===== src/rtl/decoder_f_scan_ctrl.sv =====
// ============================================================================
// Module      : decoder_f_scan_ctrl
// Description : Self-test sequencer that sweeps decoder_f select codes 0..7,
//               captures f1/f2/f3 truth maps and compares them to masks.
// Revision    : 1.0 - initial release
// ============================================================================
`default_nettype none

module decoder_f_scan_ctrl #(
    parameter int unsigned DWELL  = 4,
    parameter logic [7:0]  EXP_F1 = 8'h00,
    parameter logic [7:0]  EXP_F2 = 8'h00,
    parameter logic [7:0]  EXP_F3 = 8'h00
) (
    input  logic       clk,
    input  logic       rst,
    input  logic       start,
    output logic [2:0] s,
    input  logic       f1,
    input  logic       f2,
    input  logic       f3,
    output logic       busy,
    output logic       done,
    output logic       pass,
    output logic [2:0] fail_code,
    output logic [7:0] f1_map,
    output logic [7:0] f2_map,
    output logic [7:0] f3_map
);

    generate
        if (DWELL < 1 || DWELL > 255) begin : g_dwell_check
            $error("decoder_f_scan_ctrl: DWELL must be within 1..255");
        end
    endgenerate

    localparam logic [7:0] LAST_CNT = 8'(DWELL - 1);

    typedef enum logic [1:0] {
        S_IDLE = 2'd0,
        S_RUN  = 2'd1,
        S_DONE = 2'd2
    } state_t;

    state_t     state_q, state_d;
    logic [2:0] s_q, s_d;
    logic [7:0] cnt_q, cnt_d;
    logic [7:0] f1_map_q, f1_map_d;
    logic [7:0] f2_map_q, f2_map_d;
    logic [7:0] f3_map_q, f3_map_d;
    logic       busy_q, busy_d;
    logic       done_q, done_d;
    logic       pass_q, pass_d;
    logic [2:0] fail_code_q, fail_code_d;

    // Maps as they will look once the current code's sample is folded in
    logic [7:0] f1_cap, f2_cap, f3_cap;
    logic [7:0] map_diff;
    logic [2:0] first_bad;

    always_comb begin
        f1_cap        = f1_map_q;
        f2_cap        = f2_map_q;
        f3_cap        = f3_map_q;
        f1_cap[s_q]   = f1;
        f2_cap[s_q]   = f2;
        f3_cap[s_q]   = f3;
        map_diff      = (f1_cap ^ EXP_F1) | (f2_cap ^ EXP_F2) | (f3_cap ^ EXP_F3);
        first_bad     = 3'd0;
        for (int i = 7; i >= 0; i--) begin
            if (map_diff[i]) begin
                first_bad = 3'(i);
            end
        end
    end

    always_comb begin
        state_d     = state_q;
        s_d         = s_q;
        cnt_d       = cnt_q;
        f1_map_d    = f1_map_q;
        f2_map_d    = f2_map_q;
        f3_map_d    = f3_map_q;
        busy_d      = busy_q;
        done_d      = done_q;
        pass_d      = pass_q;
        fail_code_d = fail_code_q;

        case (state_q)
            S_IDLE, S_DONE: begin
                if (start) begin
                    state_d     = S_RUN;
                    s_d         = 3'd0;
                    cnt_d       = 8'd0;
                    f1_map_d    = 8'h00;
                    f2_map_d    = 8'h00;
                    f3_map_d    = 8'h00;
                    busy_d      = 1'b1;
                    done_d      = 1'b0;
                    pass_d      = 1'b0;
                    fail_code_d = 3'd0;
                end
            end
            S_RUN: begin
                if (cnt_q == LAST_CNT) begin
                    cnt_d    = 8'd0;
                    f1_map_d = f1_cap;
                    f2_map_d = f2_cap;
                    f3_map_d = f3_cap;
                    if (s_q == 3'd7) begin
                        state_d     = S_DONE;
                        busy_d      = 1'b0;
                        done_d      = 1'b1;
                        pass_d      = (map_diff == 8'h00);
                        fail_code_d = first_bad;
                    end else begin
                        s_d = s_q + 3'd1;
                    end
                end else begin
                    cnt_d = cnt_q + 8'd1;
                end
            end
            default: begin
                state_d = S_IDLE;
            end
        endcase
    end

    always_ff @(posedge clk) begin
        if (rst) begin
            state_q     <= S_IDLE;
            s_q         <= 3'd0;
            cnt_q       <= 8'd0;
            f1_map_q    <= 8'h00;
            f2_map_q    <= 8'h00;
            f3_map_q    <= 8'h00;
            busy_q      <= 1'b0;
            done_q      <= 1'b0;
            pass_q      <= 1'b0;
            fail_code_q <= 3'd0;
        end else begin
            state_q     <= state_d;
            s_q         <= s_d;
            cnt_q       <= cnt_d;
            f1_map_q    <= f1_map_d;
            f2_map_q    <= f2_map_d;
            f3_map_q    <= f3_map_d;
            busy_q      <= busy_d;
            done_q      <= done_d;
            pass_q      <= pass_d;
            fail_code_q <= fail_code_d;
        end
    end

    assign s         = s_q;
    assign busy      = busy_q;
    assign done      = done_q;
    assign pass      = pass_q;
    assign fail_code = fail_code_q;
    assign f1_map    = f1_map_q;
    assign f2_map    = f2_map_q;
    assign f3_map    = f3_map_q;

endmodule

`default_nettype wire

===== config.mk =====
export PLATFORM = sky130hd
export DESIGN_NAME = decoder_f_scan_ctrl
export DESIGN_NICKNAME = d
export VERILOG_FILES = /design/src/rtl/decoder_f_scan_ctrl.sv
export SDC_FILE = /design/constraint.sdc
export NUM_CORES = 1
export LEC_CHECK = 0
export ABC_CLOCK_PERIOD_IN_PS = 5940
export CAP_MARGIN = 30
export CELL_PAD_IN_SITES_DETAIL_PLACEMENT = 1
export CELL_PAD_IN_SITES_GLOBAL_PLACEMENT = 1
export CORE_ASPECT_RATIO = 0.6
export CORE_UTILIZATION = 42
export DETAILED_ROUTE_END_ITERATION = 16
export PLACE_DENSITY_LB_ADDON = 0.08
export SLEW_MARGIN = 15
export SYNTH_ARGS = -nofsm -noshare
export SYNTH_HDL_FRONTEND = slang
export SYNTH_SLANG_ARGS = --single-unit

===== constraint.sdc =====
create_clock -name clk -period 5.94 [get_ports clk]
set_input_delay 0.891 -clock clk [delete_from_list [all_inputs] [get_ports clk]]
set_output_delay 0.891 -clock clk [all_outputs]
set_load 0.01 [all_outputs]

== After elaboration in Yosys (flattened, before gate mapping) ==
Cells that the tools add are included.

* Register bits after elaboration: 43
* Bits of input ports: 6
* Output and inout port bits: 33

* Add/subtract/negate cells: 2
* Order comparisons: 2
* Equality and inequality tests: 8
* Multiplexer cells: 44
* Bitwise logic cells: 2
* Reductions and logical operators: 10

{| class="wikitable"
|+ Operators with widths
! kind !! number
|-
| $pmux 8 s2 || 4
|-
| $mux 8 || 5
|-
| $mux 3 || 13
|-
| $bwmux 8 || 3
|-
| $or 8x8->8 || 2
|-
| $pmux 3 s2 || 2
|-
| $mux 1 || 9
|-
| $add 8x1->8 const B || 1
|-
| $eq 8x2->1 const B || 1
|-
| $logic_not 8->1 || 1
|-
| $ne 2x2->1 const B || 4
|-
| $reduce_and 4->1 || 2
|-
| $mux 2 || 3
|-
| $pmux 1 s2 || 3
|-
| $reduce_and 3->1 || 2
|-
| $lt 3x4->1 const B || 1
|-
| $pmux 2 s2 || 1
|-
| $add 3x1->3 const B || 1
|-
| $demux 1 s3 || 1
|-
| $eq 3x3->1 const B || 1
|-
| $ge 3x1->1 const B || 1
|-
| $eq 2x1->1 const B || 1
|-
| $eq 2x2->1 const B || 1
|-
| $logic_not 2->1 || 1
|-
| other kinds (4) || 4
|}

== Depth between registers and ports, before layout ==
Gate-level depths: netlist (run 1).

* Depth after elaboration: 18
* Gate-level depth with buffers: 7
* Depth with buffers taken out: 6

== Worst setup path after synthesis (run 1) ==
OpenSTA, ideal clock, no wires.

* Path type: in2reg
* Start point: input f2
* End point: register fail_code_q[2], in the netlist fail_code[2]
* Library setup time: 0.087 ns
* Arrival time: 2.120 ns
* Data required time: 5.853 ns
* Setup slack: 3.732 ns
* Cell stages on the path: 5
* Buffers on the path: 1
* Cells stage by stage: clkbuf_1 > nor3_1 > mux2_2 > nand4_1 > o31ai_1

* Word-level cells in the longest chain between the ends: 14

{| class="wikitable"
|+ Ends and longest elaborated chain
! element !! line !! RTL
|-
| start: declaration || 20 || <nowiki>input logic f2,</nowiki>
|-
| $bwmux 8 * || 66 || <nowiki>f2_cap[s_q] = f2;</nowiki>
|-
| $or 8x8->8 * (2 in series) || 68 || <nowiki>map_diff = (f1_cap ^ EXP_F1) | (f2_cap ^ EXP_F2) | (f3_cap ^ EXP_F3);</nowiki>
|-
| $mux 3 (7 in series) || 71 || <nowiki>if (map_diff[i]) begin</nowiki>
|-
| $mux 3 * || 71 ||
|-
| $mux 3 * || 110 || <nowiki>if (s_q == 3'd7) begin</nowiki>
|-
| $mux 3 * || 105 || <nowiki>if (cnt_q == LAST_CNT) begin</nowiki>
|-
| $pmux 3 s2 * || 89 || <nowiki>case (state_q)</nowiki>
|-
| end signal: assignment || 151 || <nowiki>fail_code_q <= fail_code_d;</nowiki>
|-
| end: declaration || 54 || <nowiki>logic [2:0] fail_code_q, fail_code_d;</nowiki>
|}

Mark *: on every way between the ends. The rest lies on a longest branch, timed or not. The select of a mux whose other input is x is not followed.
A chain may end at the register's enable or synchronous reset.

== Worst setup path after layout (run 1) ==
* Start point: input f3
* End point: register pass_q, in the netlist pass

* Word-level cells in the longest chain between the ends: 6

{| class="wikitable"
|+ Ends and longest elaborated chain
! element !! line !! RTL
|-
| start: declaration || 21 || <nowiki>input logic f3,</nowiki>
|-
| $bwmux 8 || 67 || <nowiki>f3_cap[s_q] = f3;</nowiki>
|-
| $or 8x8->8 || 68 ||
|-
| $logic_not 8->1 || 114 || <nowiki>pass_d = (map_diff == 8'h00);</nowiki>
|-
| $mux 1 || 110 ||
|-
| $mux 1 || 105 ||
|-
| $pmux 1 s2 || 89 ||
|-
| end signal: assignment || 150 || <nowiki>pass_q <= pass_d;</nowiki>
|-
| end: declaration || 53 || <nowiki>logic pass_q, pass_d;</nowiki>
|}

No other way between the ends. The select of a mux whose other input is x is not followed.

==> flow_summary.json, run 1 <==
{
  "regToRegSetupSlack_ps": 3280,
  "syn-num-nets": 229,
  "met1_usage_pct": 36.48,
  "power.density_nw_per_um2": 199.4,
  "period_needed_ps": 2843,
  "cp_top_family": "simple AND/OR/NAND/NOR gates",
  "tritoncts": "done",
  "ir_drop_v": 0.00009508,
  "path_max_fanout": 10,
  "num-fill-cells": 529,
  "hold_viol_final": 0,
  "postSynthCellCount": 220,
  "leakagePower_nw": 0.9093,
  "drive_above_1_share_pct": 10.59,
  "hpwl_mm": 4.123,
  "wl_per_cell_um": 17.37,
  "met2_usage_pct": 31.13,
  "cts.path.max_buffers": 2,
  "status": "completed",
  "rsz0062_at_grt": "false",
  "clk_latency_ps": 290,
  "finalSetupTns_ps": 0,
  "synth_warnings": 0,
  "nets": 265,
  "cap_violations": 0,
  "diodes": 0,
  "ys_seq_area_share_pct": 42.29,
  "h-tree-depth": 2,
  "yosysMostFrequentCell": "dfxtp_1",
  "ioPinCount": 39,
  "grt_pass1_vias": 1754,
  "io_buffer_count": 38,
  "maxSlewHeadroom_pct": 46.30,
  "grt_usage_pct": 22.64,
  "grt_pass1_wl_mm": 9.135,
  "dieHeight_um": 55.93,
  "ys.flop_type": "dfxtp_1",
  "crit-reg2reg-launch": "cnt_q[0]",
  "synth-edff-count": 0,
  "synth_top_area_share_pct": 42.29,
  "grtUsageMet3_pct": 4.098,
  "cts_sinks": 43,
  "crit_chain": "clkdlybuf4s50_1 > nor3_1 > mux2_2 > nand4_1 > nor2_1 > a22o_1",
  "viasPerCell": 5.733,
  "hold_buffers": 0,
  "cts_buffers": 5,
  "core_um2": 4612,
  "setup_viol": 0,
  "worstSetupEndpoint": "pass",
  "dieArea_um2": 5138,
  "first_iter_violations": 84,
  "syn_avg_cell_area_um2": 9.253,
  "ys_ff_latch": 43,
  "whs_path_depth": 2,
  "worstReg2RegEnd": "f3_map[1]",
  "worstRegToRegCells": 6,
  "critPathLaunchType": "input pin",
  "synth_cell_types": 43,
  "end_kind": "flop",
  "worst_pin_slew_ps": 799.4,
  "cp.arrival_ps": 3080,
  "synth.largest_area_cell": "dfxtp_1",
  "clockRootBuffer": "clkbuf_8",
  "rows": 19,
  "syn_area_um2": 2036,
  "worstSetupPathDepth": 6,
  "synthTopCellsByArea": "dfxtp_1, a22o_1, nor2_1",
  "synth-async-reset-ratio_pct": 0,
  "fmax_mhz": 351.8,
  "worst_hold_path_type": "flop to flop",
  "initial_core_util_pct": 44.14,
  "drc_errors": 0,
  "cp.required_ps": 6180,
  "fp.dieW_um": 91.88,
  "fin_skew_ps": 8.901,
  "grt_max_degree": 19,
  "finalCritPeriodShare_pct": 47.86,
  "drv_slew": 0,
  "crit_buf_inv": 1,
  "dr.pass1.iters": 5,
  "antenna_found_initial": 0,
  "routed_wl_mm": 5.524,
  "grt.busiest_layer": "met1",
  "synthTopCellsByCount": "dfxtp_1, a22o_1, nor2_1, nand2_1, a21oi_1",
  "syn_to_final_growth_pct": 23.72,
  "cts_resized": 0,
  "crit_slowest_cell": "nor3_1",
  "gp_congestion": 0.8306,
  "max_stage_delay_ps": 770,
  "cts.reportedPaths.clkPinSlew_ps": 80,
  "num_vias": 1823,
  "grt-ovfl-total": 0,
  "setup.worst_path.start": "f3",
  "p_total_mw": 0.5022,
  "cts_setup_buffers": 0,
  "worst-setup-path-type": "input pin to flop",
  "ant_nets": 0
}
==> sequential cells by signal, summed over array words and instances (netlist names) <==
| register | count |
|---|---|
| busy | 1 |
| done | 1 |
| f1_map | 8 |
| f3_map | 8 |
| s | 3 |
| cnt_q | 8 |
| fail_code | 3 |
| pass | 1 |
| f2_map | 8 |
| state_q | 2 |
==> power by group <==
group / leakage [nW] / internal (mW) / switching, mW / total (mW)
Sequential: 0.347 / 0.290 / 0.00205 / 0.292
Combinational: 0.525 / 0.0116 / 0.0259 / 0.0375
Clock: 0.0371 / 0.0785 / 0.0943 / 0.173
Total: 0.909 / 0.380 / 0.122 / 0.502
==> cell type report <==
class,instances,area (um2),area share (%)
clock buffer,6,72.57,2.881
inverter,2,7.507,0.2981
timing repair buffer,38,380.4,15.10
multi-input combinational,166,1119,44.41
sequential,43,860.8,34.18
tap,63,78.83,3.130
==> worst min path at each step <==
stage | startpoint | end | slack [ps]
after global placement | fail_code[0] | fail_code[0] | 440
final | busy | busy | 460
after CTS | busy | busy | 460
after global routing | done | done | 480
after floorplan | cnt_q[6] | cnt_q[6] | 460
after detailed placement | busy | busy | 450
==> cell usage in the layout, fill, tap and decap left out, drive strengths merged, types with 7 or more instances in the layout <==
master,count
dfxtp,43
nand2,17
clkdlybuf4s50,38
o21ai,13
a22o,25
or3,7
nor3,10
nor2,22
a21oi,10
==> logic make-up (layout without fill, tap and decap cells) <==
kind of cell	Yosys count	after routing	synth area share (%)
AOI/OAI and AO/OA	62	62	23.17
xor gates and xnor gates	4	4	1.721
buffers and inverters	11	46	2.766
and+or+nand+nor	92	92	25.57
adders and majority gates	3	3	1.844
muxes	5	5	2.643
DFF	43	43	42.29
==> per-stage QoR <==
stage / setup WS, ps / util, % / hold slack (ps) / std cells / cell area [um2]
floorplan: 3732 / - / 456.4 / 220 / 2036
global placement: 3004 / 53.04 / 439.9 / 312 / 2446
detailed placement: 2844 / 53.04 / 449.9 / 312 / 2446
CTS: 3112 / 54.61 / 461.5 / 318 / 2519
global route: 2926 / 54.61 / 483.5 / 318 / 2519
finish: 3097 / 54.61 / 456.7 / 318 / 2519
==> worst min-delay path, cell delays in order (launching register included) <==
cell	delay, ps
dfxtp_1	310
nand2_1	50
a21oi_1	50
==> metal layers <==
layer  vias to the layer above  routed length (um)
met5                         -                   0
met4                         0                   0
met3                         0                 325
met2                        63                2193
met1                       870                3005
li1                        890                   -
Note: power is estimated with default switching activity, not from simulation.
==> inputs of run 2 (changes only) <==
- ABC_CLOCK_PERIOD_IN_PS: 5940 -> 2700
- CORE_UTILIZATION: 42 -> 39
- clock period: 5.94 -> 2.7 ns (I/O delays scaled with it)
==> flow_summary.json, run 2 (synthesis results as in run 1) <==
{
  "status": "completed",
  "grt_pass1_vias": 1731,
  "rsz0062_at_grt": "false",
  "regToRegSetupSlack_ps": 180,
  "antenna_found_initial": 0,
  "placed_area_um2": 2526,
  "cp_top_family": "simple AND/OR/NAND/NOR gates",
  "wl_per_cell_um": 17.09,
  "final_common_cell": "dfxtp_1",
  "rows": 19,
  "cts_setup_buffers": 0,
  "crit_slowest_cell": "or4b_4",
  "ant_nets": 0,
  "diodes": 0,
  "maxSlewHeadroom_pct": 62.63,
  "finalSetupTns_ps": 0,
  "whs_path_depth": 2,
  "nets": 274,
  "worstRegToRegCells": 6,
  "path_max_fanout": 13,
  "final_core_utilization_pct": 55.33,
  "final_cell_mix": "dfxtp_1, clkdlybuf4s50_1, a22o_1",
  "crit_chain": "ha_1 > or4b_4 > nor3_4 > nand2b_2 > nor3_1 > a22o_1",
  "fin_skew_ps": 11.03,
  "cts_buffers": 5,
  "fmax_mhz": 397.2,
  "core_um2": 4778,
  "finalCritPeriodShare_pct": 93.25,
  "clk_latency_ps": 300,
  "first_iter_violations": 67,
  "hpwl_mm": 4.318,
  "hold_buffers": 0,
  "period_needed_ps": 2518,
  "worst_hold_path_type": "flop to flop",
  "power.density_nw_per_um2": 479.6,
  "grt_max_degree": 17,
  "drc_errors": 0,
  "critPathLaunchType": "flop",
  "clockRootBuffer": "clkbuf_8",
  "fp.dieW_um": 95.27,
  "cp.required_ps": 2940,
  "ir_drop_v": 0.0002445,
  "max_stage_delay_ps": 560,
  "end_kind": "flop",
  "leakagePower_nw": 0.9825,
  "num_vias": 1856,
  "tritoncts": "done",
  "dieArea_um2": 5522,
  "viasPerCell": 5.641,
  "worstSetupPathDepth": 6,
  "cts_resized": 0,
  "cts.reportedPaths.clkPinSlew_ps": 80,
  "grt_usage_pct": 22.20,
  "h-tree-depth": 2,
  "syn_to_final_growth_pct": 29.87,
  "cap_violations": 0,
  "initial_core_util_pct": 42.60,
  "cp.arrival_ps": 2760,
  "io_buffer_count": 38,
  "drive_above_1_share_pct": 14.66,
  "worst_pin_slew_ps": 559.8,
  "ioPinCount": 39,
  "routed_wl_mm": 5.622,
  "dr.pass1.iters": 4,
  "dieHeight_um": 57.97,
  "hold_viol_final": 0,
  "grt-ovfl-total": 0,
  "cts.path.max_buffers": 2,
  "gp_congestion": 0.8496,
  "grt_pass1_wl_mm": 9.287,
  "cts_sinks": 43,
  "drv_slew": 0,
  "worst-setup-path-type": "flop to flop",
  "design_area_um2": 2644,
  "crit_buf_inv": 0,
  "setup_viol": 0
}
[run 2: cell types whose count changed in the layout (fill, tap and decap cells not counted), sizes merged]
| cell | previous run | this run |
|---|---|---|
| buf | 0 | 9 |
| clkinv | 0 | 1 |
| bufinv | 0 | 1 |
[run 2: path summary, 6_finish.rpt]
check                                   from            to
worst min-delay path            fail_code[1]  fail_code[1]
worst max register to register      cnt_q[0]     f1_map[5]
worst max-delay path                cnt_q[0]     f1_map[5]
worst min register to register  fail_code[1]  fail_code[1]
[run 2: report_power, final]
group          switching [mW]  total, mW  internal, mW
clock network           0.226      0.526         0.300
logic                  0.0614      0.100        0.0388
registers             0.00446      0.642         0.638
[run 2: per-stage QoR]
stage	std cells	hold WS [ps]	total power, mW	setup WS (ps)
finish	329	456.9	1.268	182.2
CTS	329	464.0	1.272	174.1
global placement	321	443.2	0.7542	369.7
floorplan	220	456.4	0.7123	685.6
detailed placement	321	448.9	0.7555	207.4
global route	329	490.6	1.319	9.514
[run 2: area by class of cell]
type / instances / area [um2]
clock buffer: 6 / 82.58
clock inverter: 2 / 35.03
fill: 562 / 2135
inverter: 2 / 7.507
multi-input combinational: 166 / 1119
sequential: 43 / 860.8
tap: 63 / 78.83
timing repair buffer: 47 / 460.4
[run 2: per-layer routing]
metal	part of all wire, %	track usage, %	up-vias
met1	60	37.59	888
met2	36	27.86	52
met5	0	0	-
li1	-	-	912
met3	3.5	4.331	4
met4	0.68	3.896	0
[run 2: worst min-delay path, cell delays in order, from the launching register on]
cell     delay, ps
dfxtp_1        330
nand2_1         40
o21ai_0         50
==> RTL edit: new RTL, flow settings as in run 2 <==
Reset style: asynchronous (`rst`), changed in one clocked block.
--- a/src/rtl/decoder_f_scan_ctrl.sv
+++ b/src/rtl/decoder_f_scan_ctrl.sv
@@ -127,5 +127,5 @@
     end
 
-    always_ff @(posedge clk) begin
+    always_ff @(posedge clk or posedge rst) begin
         if (rst) begin
             state_q     <= S_IDLE;
Check against the original RTL: differs if rst is asserted again (counterexample within 4 cycles, from zero or initial values and one cycle with rst high); with rst held inactive, the same outputs for 10 cycles.
==> RTL edit against run 2 <==
Design area rose by 6.5%; synthesized cell count rose by 1.8%; routed wire length rose by 19%; first-iteration DRC count rose by 100%; setup slack improved by 320 ps; sequential cell count did not move; synthesized area rose by 10%; highest routed layer unchanged.
Power is not compared: it rests on default switching activity, and its combinational part moved more than twofold at a synthesized area within 25%.
==> RTL edit: results (changes against run 2) <==
Status
  • Status: finished, final reports clean (unchanged)

Detailed routing
  • DR vias/cell: 5.80 (was 5.64)
  • DR WL/cell: 19.4 µm (was 17.1 µm)
  • Final wirelength: 6680 µm (was 5620 µm)
  • 1st-iter DRT viols: 137 (was 67)

Synth
  • Sequential area share after synthesis: 0.479 (was 0.423)
  • Syn_nets: 233 (was 229)
  • Mapped Avg Cell Area: 10.0 µm² (was 9.25 µm²)
  • Top cells by count, synth: dfrtp_1 (43), nand2_1 (31), o21ai_0 (19) (was dfxtp_1 (43), a22o_1 (25), nor2_1 (17))
  • Yosys cell types: 48 (was 43)
  • Post-synthesis async set-or-reset flop share: 1.00 (was 0)
  • Synth top area share: 0.479 (was 0.423)

Global routing
  • First-pass GRT wire length: 10,900 µm (was 9290 µm)
  • Largest net degree at the start of global routing: 20 (was 17)
  • Vias in the first global route: 1,977 (was 1,731)

Finish
  • Area of the multi-input gates: 1110 µm² (was 1120 µm²)
  • Non-CTS buffers: 44 (was 47)
  • Num sequential: 43 (unchanged)
  • Seq/total area: 0.382 (was 0.326)
  • Fraction of area in multi-input gates: 0.393 (was 0.423)
  • Fillcell total: 597 (was 562)
  • Non-clk buf share: 0.151 (was 0.174)
  • # clk buffers: 8 (was 6)
  • Layout area overhead: 25.3% (was 29.9%)
  • Inverter count: 3 (was 2)

Placement
  • DP Worst Slack: 379 ps (was 207 ps)
  • Placer Congestion: 0.830 (was 0.850)
  • Placed cell area: 2720 µm² (was 2530 µm²)
  • Placed cells: 336 (was 321)

Min path
  • Worst min-delay path class: in2async (was reg2reg)

Setup path
  • R2R Setup Slk: 500 ps (was 180 ps)
  • Worst path arrival time: 2430 ps (was 2760 ps)
  • Worst R2R Start: cnt_q[0] (unchanged)

STA
  • Worst hold slack: 417 ps (was 457 ps)
  • Worst-Margin Slew: 656 ps (was 560 ps)
  • Post-route minimum period: 2200 ps (was 2520 ps)

Power and ir drop
  • Total power: 2.56 mW
RTL edit: critical path: stages (launching register included):
cell and delay, ps:
dfrtp_1 400, ha_1 270, nor4b_4 340, a21o_1 440, nand2_1 190, nor2_1 260, a32o_1 210
RTL edit: kinds of logic after synthesis:
kind of cell	Yosys count	synth area share
fa+ha+maj	3	0.0167
mux	4	0.0178
buf+inv	12	0.0284
flops	43	0.479
simple gates	89	0.211
compound gates	73	0.247
RTL edit: metal layers:
| metal | track usage | up-vias | share of wire |
|---|---|---|---|
| li1 | - | 938 | - |
| met1 | 0.385 | 987 | 0.53 |
| met2 | 0.344 | 59 | 0.40 |
| met3 | 0.0461 | 10 | 0.057 |
| met4 | 0.0683 | 0 | 0.012 |
| met5 | 0 | - | 0 |
RTL edit: worst min-delay path by stage:
stage	start	to	cells past startpoint
detailed placement	fail_code[2]	fail_code[2]	2
global route	rst	fail_code[2]	2
CTS	rst	fail_code[2]	2
finish	rst	cnt_q[1]	2
floorplan	cnt_q[7]	cnt_q[7]	1
global placement	done	done	2
